### src/rtl/sig_meter.sv
`default_nettype none
// ============================================================================
// Module   : sig_meter
// Brief    : Threshold/hysteresis slicer with period, high-time and optional
//            min/max measurement of an 8-bit sample stream; sticky loss-of-
//            signal flag. Optional min/max tracking: define SIG_METER_MINMAX_EN.
// Revision : 1.0 - initial release
// ============================================================================
module sig_meter #(
    parameter int CNT_W       = 32,
    parameter int HYST        = 8,
    parameter int TIMEOUT_CYC = 1_000_000
) (
    input  logic             clk,
    input  logic             rst,
    input  logic             en,
    input  logic [7:0]       threshold,
    input  logic [7:0]       sample_in,
    output logic [CNT_W-1:0] period_out,
    output logic [CNT_W-1:0] high_out,
    output logic [7:0]       min_out,
    output logic [7:0]       max_out,
    output logic             result_valid,
    output logic             no_signal
);

    typedef enum logic [1:0] {
        ST_IDLE    = 2'd0,
        ST_SYNC    = 2'd1,
        ST_MEASURE = 2'd2
    } state_t;

    localparam logic [8:0]       c_hyst    = 9'(HYST);
    localparam logic [CNT_W-1:0] c_timeout = CNT_W'(TIMEOUT_CYC);
    localparam logic [CNT_W-1:0] c_one     = CNT_W'(1);

    // Levels are formed in 9 bits so the saturation test sees the carry/borrow.
    function automatic logic [7:0] f_thr_hi(input logic [7:0] thr);
        logic [8:0] s;
        s = {1'b0, thr} + c_hyst;
        return (s > 9'd255) ? 8'hFF : s[7:0];
    endfunction

    function automatic logic [7:0] f_thr_lo(input logic [7:0] thr);
        logic [8:0] d;
        d = {1'b0, thr} - c_hyst;
        return ({1'b0, thr} < c_hyst) ? 8'h00 : d[7:0];
    endfunction

    state_t           state_q, state_d;
    logic [7:0]       thr_q, thr_d;
    logic             lvl_q, lvl_d;
    logic [CNT_W-1:0] cnt_q, cnt_d;
    logic [CNT_W-1:0] high_q, high_d;
    logic [CNT_W-1:0] period_out_q, period_out_d;
    logic [CNT_W-1:0] high_out_q, high_out_d;
    logic             valid_q, valid_d;
    logic             nosig_q, nosig_d;

    logic [7:0]       w_thr_hi;
    logic [7:0]       w_thr_lo;
    logic             w_lvl_next;
    logic             w_rise;

    assign w_thr_hi   = f_thr_hi(thr_q);
    assign w_thr_lo   = f_thr_lo(thr_q);
    assign w_lvl_next = lvl_q ? (sample_in > w_thr_lo) : (sample_in >= w_thr_hi);
    assign w_rise     = ~lvl_q & w_lvl_next;

`ifdef SIG_METER_MINMAX_EN
    logic [7:0] min_q, min_d;
    logic [7:0] max_q, max_d;
    logic [7:0] min_out_q, min_out_d;
    logic [7:0] max_out_q, max_out_d;
`endif

    always_ff @(posedge clk) begin
        if (rst) begin
            state_q      <= ST_IDLE;
            thr_q        <= 8'h00;
            lvl_q        <= 1'b0;
            cnt_q        <= '0;
            high_q       <= '0;
            period_out_q <= '0;
            high_out_q   <= '0;
            valid_q      <= 1'b0;
            nosig_q      <= 1'b0;
`ifdef SIG_METER_MINMAX_EN
            min_q        <= 8'h00;
            max_q        <= 8'h00;
            min_out_q    <= 8'h00;
            max_out_q    <= 8'h00;
`endif
        end else begin
            state_q      <= state_d;
            thr_q        <= thr_d;
            lvl_q        <= lvl_d;
            cnt_q        <= cnt_d;
            high_q       <= high_d;
            period_out_q <= period_out_d;
            high_out_q   <= high_out_d;
            valid_q      <= valid_d;
            nosig_q      <= nosig_d;
`ifdef SIG_METER_MINMAX_EN
            min_q        <= min_d;
            max_q        <= max_d;
            min_out_q    <= min_out_d;
            max_out_q    <= max_out_d;
`endif
        end
    end

    always_comb begin
        state_d      = state_q;
        thr_d        = thr_q;
        lvl_d        = lvl_q;
        cnt_d        = cnt_q;
        high_d       = high_q;
        period_out_d = period_out_q;
        high_out_d   = high_out_q;
        valid_d      = 1'b0;
        nosig_d      = nosig_q;
`ifdef SIG_METER_MINMAX_EN
        min_d        = min_q;
        max_d        = max_q;
        min_out_d    = min_out_q;
        max_out_d    = max_out_q;
`endif
        if (!en) begin
            state_d = ST_IDLE;
            lvl_d   = 1'b0;
            cnt_d   = '0;
            high_d  = '0;
            nosig_d = 1'b0;
        end else begin
            case (state_q)
                ST_IDLE: begin
                    // Arming seeds the slicer from the new threshold so a
                    // signal already high does not count as a crossing.
                    state_d = ST_SYNC;
                    thr_d   = threshold;
                    lvl_d   = (sample_in >= f_thr_hi(threshold));
                    cnt_d   = '0;
                    high_d  = '0;
                end
                ST_SYNC: begin
                    lvl_d = w_lvl_next;
                    if (w_rise) begin
                        state_d = ST_MEASURE;
                        cnt_d   = c_one;
                        high_d  = c_one;
`ifdef SIG_METER_MINMAX_EN
                        min_d   = sample_in;
                        max_d   = sample_in;
`endif
                    end else if (cnt_q == c_timeout) begin
                        nosig_d = 1'b1;
                        cnt_d   = '0;
                    end else begin
                        cnt_d = cnt_q + c_one;
                    end
                end
                ST_MEASURE: begin
                    lvl_d = w_lvl_next;
                    if (w_rise) begin
                        period_out_d = cnt_q;
                        high_out_d   = high_q;
                        valid_d      = 1'b1;
                        nosig_d      = 1'b0;
                        cnt_d        = c_one;
                        high_d       = c_one;
`ifdef SIG_METER_MINMAX_EN
                        min_out_d    = min_q;
                        max_out_d    = max_q;
                        min_d        = sample_in;
                        max_d        = sample_in;
`endif
                    end else if (cnt_q == c_timeout) begin
                        nosig_d = 1'b1;
                        state_d = ST_SYNC;
                        cnt_d   = '0;
                        high_d  = '0;
                    end else begin
                        cnt_d  = cnt_q + c_one;
                        high_d = high_q + CNT_W'(w_lvl_next);
`ifdef SIG_METER_MINMAX_EN
                        if (sample_in < min_q) min_d = sample_in;
                        if (sample_in > max_q) max_d = sample_in;
`endif
                    end
                end
                default: begin
                    state_d = ST_IDLE;
                end
            endcase
        end
    end

    assign period_out   = period_out_q;
    assign high_out     = high_out_q;
    assign result_valid = valid_q;
    assign no_signal    = nosig_q;

`ifdef SIG_METER_MINMAX_EN
    assign min_out = min_out_q;
    assign max_out = max_out_q;
`else
    assign min_out = 8'h00;
    assign max_out = 8'h00;
`endif

endmodule
`default_nettype wire

### config.mk
export PLATFORM = sky130hd
export DESIGN_NAME = sig_meter
export DESIGN_NICKNAME = d
export VERILOG_FILES = /design/src/rtl/sig_meter.sv
export SDC_FILE = /design/constraint.sdc
export NUM_CORES = 1
export LEC_CHECK = 0
export CAP_MARGIN = 20
export CORE_ASPECT_RATIO = 0.7
export CORE_UTILIZATION = 55
export CTS_CLUSTER_DIAMETER = 40
export CTS_CLUSTER_SIZE = 40
export DETAILED_ROUTE_END_ITERATION = 10
export PLACE_DENSITY = 0.8
export SYNTH_ARGS = -nofsm -noshare
export SYNTH_HDL_FRONTEND = slang
export SYNTH_SLANG_ARGS = --single-unit
export TNS_END_PERCENT = 30
### constraint.sdc
create_clock -name clk -period 6.6 [get_ports clk]
set_input_delay 1.32 -clock clk [delete_from_list [all_inputs] [get_ports clk]]
set_output_delay 1.32 -clock clk [all_outputs]
set_load 0.02 [all_outputs]
* Word-level counts from Yosys, hierarchy flattened
Index checks and enable logic that the tools add are counted.
W data, S select, Z words.
** Storage, ports and cells
- Register bits :: 141
- Input bits :: 19
- Output and inout port bits :: 82
- Logic and storage cells :: 64
** Cells by class
- Add/subtract/negate cells :: 5
- $lt $le $gt $ge :: 6
- Eq/ne operators :: 7
- Muxes and demuxes :: 21
- Bitwise logic cells :: 4
- Reduce and logical (&&, ||, !) cells :: 12
** Operators by type and width (count)
- $mux W32 :: 5
- $pmux W32 S3 :: 1
- $pmux W32 S2 :: 1
- $add A32 B1 Y32 :: 1
- $add A32 B1 Y32 const B :: 1
- $eq A32 B20 Y1 const B :: 1
- $mux W8 :: 3
- $add A8 B4 Y9 const B :: 2
- $gt A9 B8 Y1 const B :: 2
- $ge A8 B8 Y1 :: 2
- $gt A8 B8 Y1 :: 1
- $lt A8 B4 Y1 const B :: 1
- $ne A2 B2 Y1 const B :: 4
- $sub A8 B4 Y8 const B :: 1
- $mux W2 :: 3
- $pmux W2 S3 :: 1
- $reduce_and A2 Y1 :: 3
- $reduce_and A3 Y1 :: 2
- $mux W1 :: 5
- $pmux W1 S2 :: 2
- $reduce_bool A2 Y1 :: 2
- $reduce_or A2 Y1 :: 2
- $not A1 Y1 :: 3
- $reduce_bool A3 Y1 :: 1
- 5 further kinds :: 5

* Depth between registers and ports, before layout
Gate-level depths: netlist (run 1).
- Word-level depth :: 9
- Mapped depth :: 23
- Mapped depth without buffers :: 22

* Worst setup path after synthesis (run 1)
No wires, ideal clock.
- Path kind :: register to register
- Start :: register thr_q[3]
- End :: register high_q[26]
- Setup time :: 0.125 ns
- Arrival time :: 4.574 ns
- Required time :: 6.475 ns
- Slack :: 1.901 ns
- Cell stages (with the launch flop) :: 24
- Buffers on the path :: 1
- Clock period less this slack :: 4.699 ns
- Cells stage by stage :: dfxtp_1 > inv_1 > ha_1 > inv_1 > o2111ai_1 > nor2_1 > a21oi_1 > o22ai_1 > or2_2 > ha_1 > nor2b_4 > o21a_4 > o311ai_4 > nand2_1 > o21ai_0 > ha_1 > ha_1 > and3_1 > clkbuf_2 > nand4_1 > or3_1 > o21a_1 > a32oi_1 > o41ai_1
** On the way
- Longest elaborated chain between the ends :: 9
- Elaborated cells between the ends (all ways) :: 16
- Those cells by class :: 3 x add/sub; 4 x order compare; 1 x eq/ne; 6 x mux; 1 x bitwise; 1 x reduce/logical
** Ends and longest elaborated chain
- start: declaration :: line 51 : logic [7:0] thr_q, thr_d;
- start signal: assignment :: line 96 : thr_q <= thr_d;
- $add A8 B4 Y9 :: line 40 : s = {1'b0, thr} + c_hyst;
- $gt A9 B8 Y1 :: line 41 : return (s > 9'd255) ? 8'hFF : s[7:0];
- $mux W8 :: line 41
- $ge A8 B8 Y1 :: line 67 : assign w_lvl_next = lvl_q ? (sample_in > w_thr_lo) : (sample_in >= w_thr_hi);
- $mux W1 * :: line 67
- $add A32 B1 Y32 :: line 185 : high_d = high_q + CNT_W'(w_lvl_next);
- $mux W32 :: line 178 : end else if (cnt_q == c_timeout) begin
- $mux W32 :: line 165 : if (w_rise) begin
- $pmux W32 S3 :: line 136 : case (state_q)
- end signal: assignment :: line 99 : high_q <= high_d;
- end: declaration :: line 54 : logic [CNT_W-1:0] high_q, high_d;
Mark *: on every way between the ends. The rest lies on a longest branch, timed or not.
A chain may end at the register's enable or synchronous reset.

* Final worst setup path (run 1)
Same ends and word-level chain as after synthesis.

==> results of run 1 <==
-- worst reg2reg max path, stage by stage (launching register included) --
cell	delay, ps
dfxtp_1	410
inv_1	140
ha_1	330
inv_1	60
o2111ai_1	220
nor2_1	60
a21oi_1	120
o22ai_1	170
or2_2	320
ha_1	320
nor2b_4	50
o21a_4	210
o311ai_4	470
nand2_1	210
o21ai_0	170
ha_1	230
ha_1	180
and3_1	290
nand4_1	270
or3_1	510
o21a_1	190
a32oi_1	160
o41ai_1	100
-- per-stage QoR --
step | instances | worst slack (ps)
floorplan | 916 | 1900
global placement | 1102 | 1460
detailed placement | 1104 | 1270
CTS | 1136 | 1360
global route | 1136 | 906
finish | 1136 | 1330
-- Yosys cell counts, types with 2 or more instances --
cell / n / area, um^2
nand2_1: 184 / 691
dfxtp_1: 141 / 2820
a21oi_1: 66 / 330
nor2_1: 55 / 206
a31oi_1: 44 / 275
ha_1: 39 / 488
nand3_1: 35 / 175
xor2_1: 26 / 228
a21oi_2: 23 / 201
nand4_1: 23 / 144
o21ai_0: 22 / 110
buf_4: 21 / 158
and3_1: 20 / 125
clkbuf_1: 18 / 67.6
inv_1: 17 / 63.8
nand2b_1: 17 / 106
and4_1: 14 / 123
buf_6: 14 / 158
nor4_1: 10 / 62.6
buf_2: 9 / 45.0
nor3_1: 9 / 45.0
xnor2_1: 8 / 70.1
a41oi_1: 5 / 43.8
nor2b_1: 5 / 31.3
o211ai_1: 5 / 37.5
or3_1: 5 / 31.3
a32oi_1: 4 / 35.0
clkbuf_2: 4 / 20.0
mux2i_1: 4 / 40.0
and2_1: 3 / 18.8
buf_1: 3 / 11.3
a21bo_2: 2 / 20.0
a21o_1: 2 / 15.0
nand3b_1: 2 / 15.0
nor4b_1: 2 / 17.5
nor4bb_1: 2 / 20.0
o2111ai_1: 2 / 17.5
o21a_1: 2 / 15.0
o21ai_1: 2 / 10.0
o21ai_2: 2 / 17.5
o21bai_1: 2 / 15.0
o31ai_1: 2 / 15.0
o41ai_1: 2 / 17.5
or2_2: 2 / 12.5
-- layer usage --
metal | part of all wire [%] | track usage (%)
met5 | 0 | 0
met4 | 0.98 | 7.94
met3 | 6.4 | 5.58
met2 | 42 | 38.2
met1 | 51 | 38.9
-- registers in the layout (all words and copies together) (netlist names) --
name and cells:
thr_q 8, high_q 32, result_valid 1, state_q 2
period_out 32, cnt_q 32, no_signal 1, lvl_q 1
high_out 32
-- cell type report --
cell class                      instances  share of cell area (%)
Tap cell                              166                    2.39
Timing Repair Buffer                   91                    10.4
Sequential cell                       141                    32.4
Multi-Input combinational cell        688                    47.3
Clock inverter                         15                    1.73
Inverter                               18                   0.777
Clock buffer                           17                    4.89
-- placed cells by master (no fill, tap or decap), types with 8 or more instances in the layout --
cell             instances
nand2_1                184
nor4_1                  10
xor2_1                  26
nand4_1                 23
a21oi_2                 23
o21ai_0                 22
inv_1                   17
nand3_1                 35
a21oi_1                 66
and3_1                  20
and4_1                  14
nor2_1                  55
conb_1                  16
dfxtp_1                141
xnor2_1                  8
clkdlybuf4s50_1         83
ha_1                    39
nand2b_1                17
a31oi_1                 44
clkbuf_16               17
nor3_1                   9
-- worst max-delay path by stage --
stage	start	endpoint	slack, ps	depth (start not counted)
global route	thr_q[3]	high_q[26]	910	22
CTS	thr_q[3]	high_q[26]	1360	22
floorplan	thr_q[3]	high_q[26]	1900	23
finish	thr_q[3]	high_q[26]	1330	22
global placement	sample_in[0]	high_q[26]	1460	16
detailed placement	sample_in[7]	high_q[26]	1270	14
-- kinds of logic after synthesis --
logic type	count (synthesis)	share of synthesized area, %
DFF	141	38.1
AOI/OAI and AO/OA	199	17.9
and+or+nand+nor	396	25.7
adders and majority gates	39	6.59
buffers and inverters	87	7.11
muxes	4	0.541
xor gates and xnor gates	34	4.02
other	1	0.0506
-- power by group --
part           internal, mW  switching [mW]
Sequential            0.856         0.00899
Combinational        0.0607           0.111
Clock                 0.502           0.421
Total                  1.42           0.542
==> out/summary.txt, run 1 <==
status = finished, final reports clean
Power Total = 1.96 mW
Req. time, crit path = 6890 ps
detailed router's first-iteration violation count = 605
GRT Overall Usage = 26.3%
Util after Layout = 66.2%
Final ANT Viol Nets = 0
Leak = 3.03 nW
wire per inst = 15.5 um
layout cell share with drive strength beyond 1 = 8.14%
Reg area = 2820 um^2
sequential share of the synthesized area = 38.1%
HP Class = reg2reg
Congestion Overflow GR = 0
Nets = 1,015
port bufs = 84
# DRC = 0
Mapped Cells = 901
CTS max path bufs = 2
CTS tree = yes
# rows = 35
CTS Hold Bufs = 0
FF-to-FF End = high_q[26]
post-CTS sizing = 0
Die Area = 13,900 um^2
first-pass GRT wire length = 29,500 um
largest net degree at the start of global routing = 75
Worst Setup End Kind = flop
vias in the first global route = 5,917
Synth cell types = 66
gpl congestion = 0.921
Cell Area, Synth = 7410 um^2
worst-margin pin slew = 934 ps
DP HPWL = 12,000 um
Final Hold Slack = 454 ps
Avg Inst Size Synth = 8.22 um^2
pins over their slew limit = 0
CTS buffer count = 17
slowest stage delay, CP = 500 ps
post-CTS setup buffer count = 0
Critical Path Most Common Cell = ha_1
drt pass-1 iters = 5
unrepaired setup endpoints after global routing = no
initial antenna violation count = 0
asr flop ratio synth = 0%
Slowest-stage cell, CP = or3_1
Worst Setup Start Kind = flop
CORE AREA = 13,100 um^2
Crit Path Max Fanout = 8
die height = 99.1 um
hold_sp = high_out[19]
DRT Wirelength = 17,600 um
YS warnings = 0
MaxCap Viol Count = 0
hold path cells = 2
Via density = 5.88
# IOs = 101
crit path DAT = 5570 ps
Area Overhead vs Synth = 17.5%
final instance area = 8700 um^2
TritonCTS sink count = 141
Fin. Hold Viols = 0
Synth Register Bits = 141
Worst-Skew Late Latency = 420 ps
H-tree levels = 4
CTS root buffer = clkbuf_16
Max VDD drop = 0.000219 V
fin crit period = 5270 ps
Cell Pwr Density = 225 nW/um^2
R2R depth = 22
ANT cells = 0
Clock Pin Slew Worst Setup and Hold Paths = 70 ps
WP buf/inv = 2
Die Width = 141 um
number of flops mapped to enable cells by yosys = 0
Tcrit/Tclk final = 79.9%
RR Startpoint = thr_q[3]
Worst Hold End = high_out[19]
Slew HR = 37.8%
Setup TNS = 0 ps
area of the multi-input gates = 4120 um^2
Worst Clk Skew = 11.8 ps
initial core utilization = 56.4%
crit path kind = reg2reg
FF-to-FF setup slack = 1330 ps
FMAX = 0.190 GHz
filler cell count = 1,112
placed instance area = 8130 um^2
delay-heaviest family, CP = compound AO/OA/AOI/OAI gates
Final Setup Violations = 0
ys flop type = dfxtp_1
worst path cell trace = inv_1 -> ha_1 -> inv_1 -> o2111ai_1 -> nor2_1 -> a21oi_1 -> o22ai_1 -> or2_2 -> ha_1 -> nor2b_4 -> o21a_4 -> o311ai_4 -> nand2_1 -> o21ai_0 -> ha_1 -> ha_1 -> and3_1 -> nand4_1 -> or3_1 -> o21a_1 -> a32oi_1 -> o41ai_1
via count = 6,681
Note: power is estimated with default switching activity, not from simulation.
==> run 2, diff against run 1 <==
--- a/config.mk
+++ b/config.mk
@@ -7,11 +7,11 @@
 export LEC_CHECK = 0
 export CAP_MARGIN = 20
 export CORE_ASPECT_RATIO = 0.7
-export CORE_UTILIZATION = 55
+export CORE_UTILIZATION = 50
 export CTS_CLUSTER_DIAMETER = 40
 export CTS_CLUSTER_SIZE = 40
 export DETAILED_ROUTE_END_ITERATION = 10
-export PLACE_DENSITY = 0.8
+export PLACE_DENSITY = 0.77
 export SYNTH_ARGS = -nofsm -noshare
 export SYNTH_HDL_FRONTEND = slang
 export SYNTH_SLANG_ARGS = --single-unit
==> constraint.sdc (replaced) <==
create_clock -name clk -period 4.45 [get_ports clk]
set_input_delay 0.89 -clock clk [delete_from_list [all_inputs] [get_ports clk]]
set_output_delay 0.89 -clock clk [all_outputs]
set_load 0.02 [all_outputs]
==> run 2 against run 1 <==
  * Clock-buffer cell count unchanged
  * Clock power up 48%
  * Non-clock buffer count grew 19
  * Hold slack got worse by 1.4 ps
  * Cell area up 3.9%
  * Total power is 50% higher
  * Fmax up 19%
  * Critical path depth is the same
  * Setup slack worse by 1300 ps
  * Clock skew up 2.4 ps
  * Final cell count is 3.8% higher
  * Critical endpoint unchanged
  * Largest cell class unchanged
  * Largest power group unchanged
==> out/summary.txt, run 2 (synthesis results as in run 1) <==
vias in the first global route = 5,829
Nets = 1,034
# DRC = 0
detailed router's first-iteration violation count = 509
TritonCTS sink count = 141
slowest stage delay, CP = 450 ps
via count = 6,737
first-pass GRT wire length = 29,500 um
Setup TNS = 0 ps
Cell Pwr Density = 325 nW/um^2
pins over their slew limit = 0
DRT Wirelength = 18,300 um
initial antenna violation count = 0
port bufs = 84
Req. time, crit path = 4750 ps
Max VDD drop = 0.000231 V
CTS root buffer = clkbuf_16
layout cell share with drive strength beyond 1 = 12.5%
Worst Setup Start Kind = flop
status = finished, final reports clean
H-tree levels = 4
DP HPWL = 12,300 um
Tcrit/Tclk final = 99.5%
setup slack after layout = 21.6 ps
Congestion Overflow GR = 0
drt pass-1 iters = 5
Worst Clk Skew = 14.3 ps
unrepaired setup endpoints after global routing = yes
ANT cells = 0
Fin. Hold Viols = 0
Final Hold Slack = 452 ps
# rows = 36
crit path kind = reg2reg
CORE AREA = 14,200 um^2
# IOs = 101
Critical Path Most Common Cell = ha_4
die height = 104 um
Via density = 5.71
MaxCap Viol Count = 0
pre-CTS setup slack = 12.0 ps
gpl congestion = 0.953
wire per inst = 15.5 um
Die Area = 15,300 um^2
final instance area = 9040 um^2
CTS tree = yes
placed instance area = 8250 um^2
Die Width = 147 um
Crit Path Max Fanout = 6
CTS max path bufs = 2
worst path cell trace = clkinvlp_4 -> ha_4 -> inv_2 -> o2111ai_4 -> nor2_2 -> a21oi_2 -> o22ai_4 -> or2_4 -> ha_4 -> nor2b_4 -> o21a_4 -> o311ai_4 -> nand2_2 -> o21ai_2 -> ha_2 -> ha_4 -> and3_4 -> nand4_1 -> or3_4 -> o21a_1 -> a32oi_1 -> o41ai_2
GRT Overall Usage = 23.6%
CTS Hold Bufs = 0
Worst Setup End Kind = flop
Final ANT Viol Nets = 0
Final Setup Violations = 0
commonest non-fill, non-tap cell in the layout = nand2_1
HP Class = reg2reg
worst-margin pin slew = 911 ps
CTS buffer count = 17
largest net degree at the start of global routing = 74
highest-count cells in the layout ignoring fill and taps = nand2_1 (183), dfxtp_1 (139), clkdlybuf4s50_1 (83)
Clock Pin Slew Worst Setup and Hold Paths = 70 ps
Slowest-stage cell, CP = or3_4
Worst-Skew Late Latency = 430 ps
initial core utilization = 52.2%
FMAX = 0.226 GHz
fin crit period = 4430 ps
Slew HR = 39.3%
crit path DAT = 4730 ps
Leak = 3.14 nW
Area Overhead vs Synth = 22.0%
[run 2: cell types whose count changed in the layout (fill, tap and decap cells not counted), moves of 2 or more]
cell | previous run | this run
clkinv_4 | 2 | 4
inv_1 | 17 | 15
ha_4 | 0 | 3
dfxtp_1 | 141 | 139
nor4_1 | 10 | 8
ha_2 | 0 | 2
ha_1 | 39 | 34
nor2_1 | 55 | 53
buf_4 | 5 | 25
[run 2: metal layers]
| metal | GRT usage [%] | wire, um |
|---|---|---|
| met1 | 36.0 | 9030 |
| met2 | 32.5 | 7780 |
| met3 | 4.63 | 1230 |
| met4 | 7.95 | 221 |
| met5 | 0 | 0 |
[run 2: per-stage QoR]
stage	power, mW	util, %	instances
3_5_place_dp	1.57	58.1	1138
6_report	2.94	63.7	1179
3_3_place_gp	1.56	58.1	1138
4_1_cts	2.93	62.2	1170
2_1_floorplan	1.50	-	916
5_1_grt	3.05	63.7	1179
[run 2: worst paths after layout]
path         cells after the start  slack, ps             end      startpoint
max                             22         20      high_q[26]        thr_q[3]
min                              2        450  period_out[24]  period_out[24]
max reg2reg                     22         20      high_q[26]        thr_q[3]
min reg2reg                      2        450  period_out[24]  period_out[24]
[run 2: critical path, delay by kind of cell (launching register included)]
family,cells,cell delay [ps]
buf+inv,2,190
compound gates,9,1530
flops,1,390
fa+ha+maj,4,930
simple gates,7,1270
[run 2: cell type report]
cell class	instances	area [um^2]
fill	1217	5150
multi-input combinational	688	4290
sequential	141	2830
timing repair buffer	110	1040
clock buffer	17	425
tap	190	238
clock inverter	15	146
inverter	18	71.3
[run 2: repair_timing]
action | CTS | global route
pin swaps | 0 | 9
endpoints found under the setup margin | 1 | 23
setup buffers | 0 | 9
resized for setup | 1 | 26
[run 2: where the power goes]
| group | switching [mW] | internal, mW | total (mW) |
|---|---|---|---|
| Combinational | 0.178 | 0.108 | 0.286 |
| Clock | 0.629 | 0.743 | 1.37 |
| Sequential | 0.0143 | 1.27 | 1.28 |
